## src/rtl/hazard_stall_unit.sv

```systemverilog
// Decode-stage stall/flush generator for hazards forwarding cannot resolve
// (load-use, D-resolved branch operands, HI/LO access while mult/div busy) plus a stall-cycle counter.
module hazard_stall_unit #(
   parameter int MUL_LAT = 4,
   parameter int DIV_LAT = 12,
   parameter int CNT_W   = 32
) (
   input  logic             i_clk,
   input  logic             i_reset,
   input  logic [4:0]       i_rsD,
   input  logic [4:0]       i_rtD,
   input  logic             i_useRsD,
   input  logic             i_useRtD,
   input  logic             i_branchD,
   input  logic             i_mdOpD,
   input  logic [4:0]       i_writeRegE,
   input  logic             i_regWriteE,
   input  logic             i_memToRegE,
   input  logic             i_mdStartE,
   input  logic             i_mdIsDivE,
   input  logic [4:0]       i_writeRegM,
   input  logic             i_memToRegM,
   output logic             o_stallF,
   output logic             o_stallD,
   output logic             o_flushE,
   output logic [1:0]       o_stallCause,
   output logic             o_mdBusy,
   output logic [CNT_W-1:0] o_stallCycles
);

   localparam logic [3:0]       MUL_CNT = 4'(MUL_LAT);
   localparam logic [3:0]       DIV_CNT = 4'(DIV_LAT);
   localparam logic [CNT_W-1:0] CNT_ONE = CNT_W'(1);
   localparam logic [CNT_W-1:0] CNT_MAX = {CNT_W{1'b1}};

   logic [3:0]       r_md_cnt;
   logic [CNT_W-1:0] r_stall_cycles;

   logic w_match_e;
   logic w_match_m;
   logic w_load_use;
   logic w_br_haz;
   logic w_md_haz;
   logic w_stall;
   logic [1:0] w_cause;

   assign w_match_e = (i_useRsD && (i_rsD == i_writeRegE)) || (i_useRtD && (i_rtD == i_writeRegE));
   assign w_match_m = (i_useRsD && (i_rsD == i_writeRegM)) || (i_useRtD && (i_rtD == i_writeRegM));

   assign w_load_use = i_memToRegE && i_regWriteE && (i_writeRegE != 5'd0) && w_match_e;
   assign w_br_haz   = i_branchD &&
                       ((i_regWriteE && (i_writeRegE != 5'd0) && w_match_e) ||
                        (i_memToRegM && (i_writeRegM != 5'd0) && w_match_m));
   // An issuing mult/div already counts as busy so a following HI/LO access waits.
   assign w_md_haz   = i_mdOpD && ((r_md_cnt != 4'd0) || i_mdStartE);
   assign w_stall    = !i_reset && (w_load_use || w_br_haz || w_md_haz);

   always_comb begin
      w_cause = 2'd0;
      if (!i_reset) begin
         if (w_load_use)    w_cause = 2'd1;
         else if (w_br_haz) w_cause = 2'd2;
         else if (w_md_haz) w_cause = 2'd3;
      end
   end

   always_ff @(posedge i_clk) begin
      if (i_reset) begin
         r_md_cnt       <= 4'd0;
         r_stall_cycles <= '0;
      end else begin
         if (i_mdStartE)
            r_md_cnt <= i_mdIsDivE ? DIV_CNT : MUL_CNT;
         else if (r_md_cnt != 4'd0)
            r_md_cnt <= r_md_cnt - 4'd1;

         if (w_stall && (r_stall_cycles != CNT_MAX))
            r_stall_cycles <= r_stall_cycles + CNT_ONE;
      end
   end

   assign o_stallF      = w_stall;
   assign o_stallD      = w_stall;
   assign o_flushE      = w_stall;
   assign o_stallCause  = w_cause;
   assign o_mdBusy      = !i_reset && (r_md_cnt != 4'd0);
   assign o_stallCycles = i_reset ? '0 : r_stall_cycles;

endmodule

```

## config.mk

```make
export PLATFORM = sky130hd
export DESIGN_NAME = hazard_stall_unit
export DESIGN_NICKNAME = d
export VERILOG_FILES = /design/src/rtl/hazard_stall_unit.sv
export SDC_FILE = /design/constraint.sdc
export NUM_CORES = 1
export LEC_CHECK = 0
export CAP_MARGIN = 5
export CORE_AREA = 2 2 83 85
export CTS_CLUSTER_DIAMETER = 120
export DETAILED_ROUTE_END_ITERATION = 12
export DIE_AREA = 0 0 85 87
export SLEW_MARGIN = 20
export SYNTH_ARGS = -nofsm -noshare
export SYNTH_HDL_FRONTEND = slang
export SYNTH_SLANG_ARGS = --single-unit
```

## constraint.sdc

```tcl
create_clock -name i_clk -period 6.65 [get_ports i_clk]
set_input_delay 1.33 -clock i_clk [delete_from_list [all_inputs] [get_ports i_clk]]
set_output_delay 1.33 -clock i_clk [all_outputs]
set_load 0.05 [all_outputs]
```

Word level (Yosys, flattened, before mapping)
Cells that the tools add are included.
{"block": "word_totals", "wordCells": 44, "ff_bits": 36, "input_bits": 31, "output_inout_bits": 38}
{"block": "classes", "reduce_logical": 27, "add_sub_neg": 2, "n_eq_ne": 5, "mux": 8}
{"operator": "adder 32 x 1 -> 32 bit, second input constant", "count": 1}
{"operator": "2-to-1 mux 32 bit", "count": 1}
{"operator": "!= test 32 bit, second input constant", "count": 1}
{"operator": "equality test 5 bit", "count": 4}
{"operator": "logical AND 1 bit", "count": 16}
{"operator": "2-to-1 mux 4 bit", "count": 3}
{"operator": "nonzero test 5 bit", "count": 2}
{"operator": "2-to-1 mux 2 bit", "count": 4}
{"operator": "logical OR 1 bit", "count": 6}
{"operator": "nonzero test 4 bit", "count": 1}
{"operator": "subtractor 4 x 1 -> 4 bit, second input constant", "count": 1}
{"operator": "nonzero test 2 bit", "count": 1}
{"operator": "zero test 1 bit", "count": 1}

Longest topological paths before layout
Gate-level depths: netlist of run 1.
{"block": "depth", "depth_word": 10, "ltp_mapped": 9, "mapped_depth_nobuf": 8}

Least setup slack after synthesis of run 1
OpenSTA, ideal clock, no wires.
{"block": "synth_path", "path_type": "input port to output port", "startpoint": "input port i_rsD[3]", "endpoint": "output port o_stallD", "n_path_buf": 2, "slack_ps": 1805, "stages": 8, "required_time_ps": 5320, "arrival_time_ps": 3515, "path_cell_list": "xor2_1 nor4_1 nand3_1 a21oi_1 a21boi_1 clkbuf_1 nor2_1 buf_4"}
{"block": "synth_via", "elab_chain_cells": 9, "word_cells_on_any_way": 14, "cone_classes": "2 x eq/ne; 12 x reduce/logical"}
{"element": "start: declaration", "line_no": "10", "rtl": "input logic [4:0] i_rsD,"}
{"element": "equality test 5 bit, on equally long branches", "line_no": "47, 48"}
{"element": "logical AND 1 bit, on equally long branches", "line_no": "47, 48"}
{"element": "logical OR 1 bit, on equally long branches", "line_no": "47, 48"}
{"element": "logical AND 1 bit, on equally long branches", "line_no": "52, 53"}
{"element": "logical OR 1 bit", "line_no": "52", "rtl": "((i_regWriteE && (i_writeRegE != 5'd0) && w_match_e) ||"}
{"element": "logical AND 1 bit", "line_no": "51", "rtl": "assign w_br_haz = i_branchD &&"}
{"element": "logical OR 1 bit * (2 in series)", "line_no": "56", "rtl": "assign w_stall = !i_reset && (w_load_use || w_br_haz || w_md_haz);"}
{"element": "logical AND 1 bit *", "line_no": "56"}
{"element": "end: declaration", "line_no": "24", "rtl": "output logic o_stallD,"}
Mark *: on every way between the ends. The rest lies on a longest branch, timed or not.

Worst setup path in the final report of run 1
{"block": "layout_path", "startpoint": "input port i_writeRegE[4]", "endpoint": "output port o_stallCause[1]"}
{"block": "layout_via", "elab_chain_cells": 9, "word_cells_on_any_way": 15, "cone_classes": "2 x eq/ne; 3 x mux; 10 x reduce/logical"}
{"element": "start: declaration", "line_no": "16", "rtl": "input logic [4:0] i_writeRegE,"}
{"element": "equality test 5 bit", "line_no": "47", "rtl": "assign w_match_e = (i_useRsD && (i_rsD == i_writeRegE)) || (i_useRtD && (i_rtD == i_writeRegE));"}
{"element": "logical AND 1 bit", "line_no": "47"}
{"element": "logical OR 1 bit", "line_no": "47"}
{"element": "logical AND 1 bit", "line_no": "52"}
{"element": "logical OR 1 bit", "line_no": "52"}
{"element": "logical AND 1 bit", "line_no": "51"}
{"element": "2-to-1 mux 2 bit", "line_no": "62", "rtl": "else if (w_br_haz) w_cause = 2'd2;"}
{"element": "2-to-1 mux 2 bit *", "line_no": "61", "rtl": "if (w_load_use) w_cause = 2'd1;"}
{"element": "2-to-1 mux 2 bit *", "line_no": "60", "rtl": "if (!i_reset) begin"}
{"element": "end: declaration", "line_no": "26", "rtl": "output logic [1:0] o_stallCause,"}
Marks and branches as above.

==> run_results.csv, run 1 <==
group,metric,value,unit
clock_network,cts_setup_buffers,0,
clock_network,hold_buffers,0,
clock_network,cts_buffers,5,
global_routing,grt_pass1_wl,10.4,mm
yosys,synth_cells,297,
floorplan,std_cell_rows,30,
global_routing,track_usage,16.9,%
placement,dp_slack,1.35,ns
floorplan,ios,69,
clock_network,cts_resized,0,
sta,whs,0.513,ns
clock_network,cts_tree,"built",
outcome,status,"finished, final reports clean",
pwr,power.total,485,uW
floorplan,die_h,87,um
final_layout,diodes,0,
placement,placed_cells,429,
sta,setup_viol_count_final,0,
yosys,ys_ff_latch,36,
sta,timing_hold_violations_final,0,
global_routing,grt_overflow_total,0,
sta,worst-slew-pin-transition,1.01,ns
placement,dp_hpwl,4.27,mm
sta,grt_setup_unrepaired,"no",
global_routing,grt_pass1_vias,2260,
clock_network,cts.sinks,36,
drt,route.detailed.drc,0,
yosys,synth_edf_count,0,
final_layout,area_growth,33.8,%
worst_setup_path,startpoint_type,"input pin",
clock_network,htreeDepth,2,
worst_setup_path,cp_max_fo,4,
sta,relSlewSlack,32.7,%
floorplan,coreArea,6570,um^2
drt,vias_per_cell,5.23,
drt,dr.pass1.iters,4,
clock_network,root_buffer,"clkbuf_8",
floorplan,die-area,7400,um^2
sta,setup_ws,1.34,ns
sta,period_minus_slack,5.31,ns
final_layout,drive_gt1_share,8.12,%
yosys,yosys.area.top_type_share,30.3,%
worst_setup_path,endpoint_kind,"output port",
placement,port_buffers,68,
sta,skew,0.00461,ns
drt,drt_iter0_drc,121,
sta,tns,0,ns
clock_network,clock_latency,0.29,ns
yosys,synth.avg_cell_area,8.00,um^2
worst_setup_path,crit_arrival,3.98,ns
sta,max_clock_freq,0.188,GHz
yosys,yosys.area.top_type,"dfxtp_1",
sta,post-route-period-util,79.9,%
floorplan,initial_core_util,36.2,%
clock_network,cts.path.max_buffers,2,
pwr,powerDensity,153,nW/um^2
global_routing,grt_max_degree,62,
drt,ant_nets,0,
drt,routed_wl,5.85,mm
placement,routabilityCongestion,0.916,
yosys,yosysWarnings,0,
yosys,synth-async-reset-ratio,0,%
clock_network,clk_pin_slew,0.07,ns
final_layout,fillCellCount,635,
drt,wire_per_inst,13.4,um
yosys,synth_area_leaders,"dfxtp_1 30%, nor2b_1 8.4%, mux2_2 7.1%",
pwr,ir_drop,0.119,mV
sta,slew_violations,0,
drt,num_vias,2286,
final_layout,nets,390,
floorplan,die_w,85,um
worst_setup_path,crit_required,5.32,ns
yosys,syn_area,2370,um^2
yosys,synthesis.nets,331,
pwr,p_leak,1.15,nW
final_layout,final_cells,437,
job,maxCapViolCount,0,
worst_setup_path,critPathKind,"input pin to output port",
yosys,yosysSeqAreaShare,30.3,%
global_routing,grt_antenna_before_repair,0,
yosys,synth_ff_type,"dfxtp_1",
yosys,ys_types,41,
min_path,hold_class,"flip-flop to flip-flop",
-- per-stage QoR --
step / utilization (%) / cell area, um^2
3_5_place_dp: 47.0 / 3090
6_report: 48.4 / 3180
5_1_grt: 48.4 / 3180
2_1_floorplan: - / 2370
4_1_cts: 48.4 / 3180
3_3_place_gp: 47.0 / 3090
-- final timing paths --
kind | slack [ns] | endpoint | start | cells after the start
setup / recovery | 1.34 | o_stallCause[1] | i_writeRegE[4] | 8
hold / removal | 0.51 | r_md_cnt[1] | r_md_cnt[1] | 2
setup reg to reg | 3.82 | r_stall_cycles[21] | r_stall_cycles[11] | 6
hold reg to reg | 0.51 | r_md_cnt[1] | r_md_cnt[1] | 2
-- cell usage after synthesis, types with 2 or more instances --
master     n
mux2_2    15
buf_2      5
buf_4      2
a21oi_1   11
or4_1      8
o21ai_0   13
nor4b_1    2
nor3b_1    3
xnor2_1   13
and3_1     3
nor3_1    15
dfxtp_1   36
xor2_1     9
mux2_1     6
ha_1       3
nand4_1   12
inv_1      3
buf_1      2
nand2_1   15
clkbuf_1   9
and4_1     4
nor2b_1   32
or3_1      7
nor4_1     7
nand3_1   14
nor2_1    33
-- cell type report --
cell class              count  area (um^2)  area share, %
inverters                   3         11.3          0.354
well taps                  80          100           3.15
multi-input cells         240         1570           49.3
repair buffers             70          691           21.7
clock buffers               8         90.1           2.83
flip-flops and latches     36          721           22.7
-- worst max-delay path, cell delays in order --
cell	delay, ns
clkdlybuf4s50_1	0.47
xor2_1	0.18
nor4_1	0.29
nand3_1	0.11
a21oi_1	0.31
a32oi_1	0.13
a221oi_1	0.28
clkdlybuf4s50_1	0.87
-- cells by family after synthesis --
group                      share of synthesized area [%]
AOI/OAI and AO/OA                                   8.01
xor gates and xnor gates                            8.11
adders and majority gates                           1.58
buffers and inverters                               3.90
DFF                                                 30.3
muxes                                               9.96
and+or+nand+nor                                     38.1
-- power by group --
| group | leakage (nW) | switching, mW | internal, mW |
|---|---|---|---|
| Sequential | 0.291 | 0.00399 | 0.220 |
| Combinational | 0.817 | 0.0568 | 0.0440 |
| Clock | 0.0455 | 0.0763 | 0.0845 |
| Total | 1.15 | 0.137 | 0.348 |
-- placed cells by master (no fill, tap or decap), drive strengths merged --
| cell type | synthesis | routed |
|---|---|---|
| nor2 | 33 | 33 |
| or3 | 7 | 7 |
| a221oi | 1 | 1 |
| xor2 | 9 | 9 |
| and4 | 4 | 4 |
| nand4 | 13 | 13 |
| a21boi | 1 | 1 |
| inv | 3 | 3 |
| or2 | 1 | 1 |
| clkbuf | 9 | 8 |
| buf | 9 | 3 |
| o21ai | 13 | 13 |
| or4 | 8 | 8 |
| nand3 | 14 | 14 |
| and3 | 3 | 3 |
| a21oi | 11 | 11 |
| ha | 3 | 3 |
| nor4 | 7 | 7 |
| nand2b | 1 | 1 |
| o21a | 1 | 1 |
| o41ai | 1 | 1 |
| nor3 | 16 | 16 |
| mux2 | 21 | 21 |
| and2 | 1 | 1 |
| o22ai | 1 | 1 |
| nand2 | 15 | 15 |
| xnor2 | 13 | 13 |
| a22oi | 1 | 1 |
| clkdlybuf4s50 | 0 | 67 |
| nor3b | 3 | 3 |
| nand4b | 1 | 1 |
| a32oi | 1 | 1 |
| dfxtp | 36 | 36 |
| nor4b | 2 | 2 |
| nor2b | 32 | 32 |
| a31oi | 1 | 1 |
| a2111oi | 1 | 1 |
-- registers in the layout, summed over array words and instances, names as in the netlist --
| register | flops |
|---|---|
| r_stall_cycles | 32 |
| r_md_cnt | 4 |
-- layer usage --
metal  share of wire, %  wire length [um]  track usage (%)  up-vias
met1                 47              2760             21.6     1041
met4                2.5               144             7.22        0
met2                 47              2740             27.8       47
met5                  0                 0                0        -
met3                3.4               200             3.13       12
li1                   -                 -                -     1186
Power figures use the tool's default switching activity.
==> run 2: changes to the inputs <==
==> constraint.sdc (replaced) <==
create_clock -name i_clk -period 5.2 [get_ports i_clk]
set_input_delay 1.04 -clock i_clk [delete_from_list [all_inputs] [get_ports i_clk]]
set_output_delay 1.04 -clock i_clk [all_outputs]
set_load 0.05 [all_outputs]
==> run 2 against run 1 <==
Against the previous run:
- wire length increased by 1.1%
- clock-buffer cell count unchanged
- cell area about the same
- sequential power increased by 28%
- total power increased by 28%
- largest power group unchanged
- highest routed layer unchanged
==> run_results.csv, run 2 (synthesis results as in run 1) <==
group,metric,value,unit
outcome,status,"finished, final reports clean",
clock_network,hold_buffers,0,
drt,vias_per_cell,5.31,
final_layout,diodes,0,
global_routing,grt_overflow_total,0,
final_layout,largest_register_ffs,32,
job,maxCapViolCount,0,
worst_setup_path,crit_arrival,3.76,ns
sta,max_clock_freq,0.208,GHz
final_layout,area_growth,33.9,%
final_layout,fillCellCount,626,
sta,post-route-period-util,92.4,%
drt,num_vias,2320,
drt,route.detailed.drc,0,
min_path,hold_class,"flip-flop to flip-flop",
floorplan,die_h,87,um
final_layout,nets,390,
pwr,seq_power_share,46.0,%
pwr,sw_frac_of_total,28.4,%
global_routing,track_usage,16.1,%
final_layout,multi_input_area,1570,um^2
sta,skew,0.00605,ns
drt,wire_per_inst,13.5,um
placement,port_buffers,68,
pwr,powerDensity,196,nW/um^2
placement,dp_hpwl,4.32,mm
floorplan,ios,69,
sta,tns,0,ns
worst_setup_path,r2r_setup_slack,2.33,ns
sta,timing_hold_violations_final,0,
clock_network,cts_setup_buffers,0,
final_layout,drive_gt1_share,8.12,%
worst_setup_path,cp_slowest_stage_delay,0.87,ns
sta,period_minus_slack,4.80,ns
drt,dr.pass1.iters,4,
clock_network,cts_resized,0,
pwr,clkPwrFrac,33.1,%
worst_setup_path,worst_path_most_repeated_cell,"clkdlybuf4s50_1",
placement,routabilityCongestion,0.883,
global_routing,grt_pass1_wl,9.80,mm
drt,ant_nets,0,
clock_network,cts.sinks,36,
worst_setup_path,path_cells,"clkdlybuf4s50_1 > xor2_1 > nor4_1 > nand3_1 > a21oi_1 > a32oi_1 > a221oi_1 > clkdlybuf4s50_1",
final_layout,finish.utilization,48.4,%
clock_network,clk_pin_slew,0.07,ns
clock_network,clock_latency,0.29,ns
pwr,p_leak,1.15,nW
clock_network,htreeDepth,2,
worst_setup_path,endpoint_kind,"output port",
final_layout,most-common-layout-cells,"67 x clkdlybuf4s50_1, 36 x dfxtp_1, 33 x nor2_1",
final_layout,largest-register,"r_stall_cycles",
clock_network,cts.path.max_buffers,2,
floorplan,die_w,85,um
final_layout,area.sequential,721,um^2
pwr,power.total,622,uW
sta,worst-slew-pin-transition,0.651,ns
sta,grt_setup_unrepaired,"no",
global_routing,grt_antenna_before_repair,0,
final_layout,layout_commonest_cell,"clkdlybuf4s50_1",
clock_network,cts_tree,"built",
pwr,ir_drop,0.146,mV
floorplan,die-area,7400,um^2
clock_network,root_buffer,"clkbuf_8",
sta,setup_viol_count_final,0,
floorplan,coreArea,6570,um^2
drt,routed_wl,5.92,mm
sta,relSlewSlack,56.5,%
floorplan,std_cell_rows,30,
pwr,internal_power,445,uW
floorplan,initial_core_util,36.2,%
worst_setup_path,cp_max_fo,4,
clock_network,cts_buffers,5,
drt,drt_iter0_drc,111,
global_routing,grt_max_degree,65,
worst_setup_path,critPathKind,"input pin to output port",
final_layout,largestRegisters,"r_stall_cycles: 32 flops, r_md_cnt: 4 flops",
worst_setup_path,cp_slowest_cell,"clkdlybuf4s50_1",
worst_setup_path,startpoint_type,"input pin",
global_routing,grt_pass1_vias,2110,
pwr,power_switching,177,uW
pwr,combinationalPowerShare,20.9,%
sta,slew_violations,0,
worst_setup_path,crit_required,4.16,ns
sta,whs,0.511,ns
## run 2: cell types whose count changed in the layout (fill, tap and decap cells not counted)
cell / before / now
buf_4: 2 / 3
buf_2: 1 / 0
## run 2: critical path, delay by kind of cell
kind,cells,cell delay [ns]
AND/OR/NAND/NOR,2,0.43
AO/OA/AOI/OAI,3,0.79
buffers and inverters,2,1.32
XOR/XNOR,1,0.18
## run 2: path summary, 6_finish.rpt
| kind | endpoint | startpoint | depth (start not counted) |
|---|---|---|---|
| worst max register to register | r_stall_cycles[19] | r_stall_cycles[11] | 6 |
| worst max-delay path | o_stallCause[1] | i_rsD[3] | 8 |
| worst min-delay path | r_stall_cycles[26] | r_stall_cycles[26] | 2 |
| worst min register to register | r_stall_cycles[26] | r_stall_cycles[26] | 2 |
## run 2: metrics by stage
stage	area (um^2)	instances	setup WS, ns
finish	3180	437	0.396
floorplan	2370	297	0.935
CTS	3180	437	0.408
global placement	3090	429	0.473
detailed placement	3090	429	0.430
global route	3180	437	0.229
## run 2: power groups by stage
stage	Clock, mW	Combinational [mW]	Sequential, mW
floorplan	0	0.0816	0.291
global placement	0	0.130	0.292
detailed placement	0	0.131	0.292
CTS	0.214	0.131	0.286
global route	0.227	0.143	0.287
finish	0.206	0.130	0.286
## run 2: layout make-up
type	instances	area share (%)
Inverter	3	0.354
Tap cell	80	3.15
Multi-Input combinational cell	240	49.2
Timing Repair Buffer	70	21.8
Clock buffer	8	2.83
Sequential cell	36	22.7
## run 2: routing by layer
layer / up-vias / global-route usage (%) / routed length (um)
li1: 1181 / - / -
met4: 0 / 4.91 / 83
met2: 54 / 26.3 / 2850
met5: - / 0 / 0
met3: 9 / 4.17 / 301
met1: 1076 / 21.0 / 2680
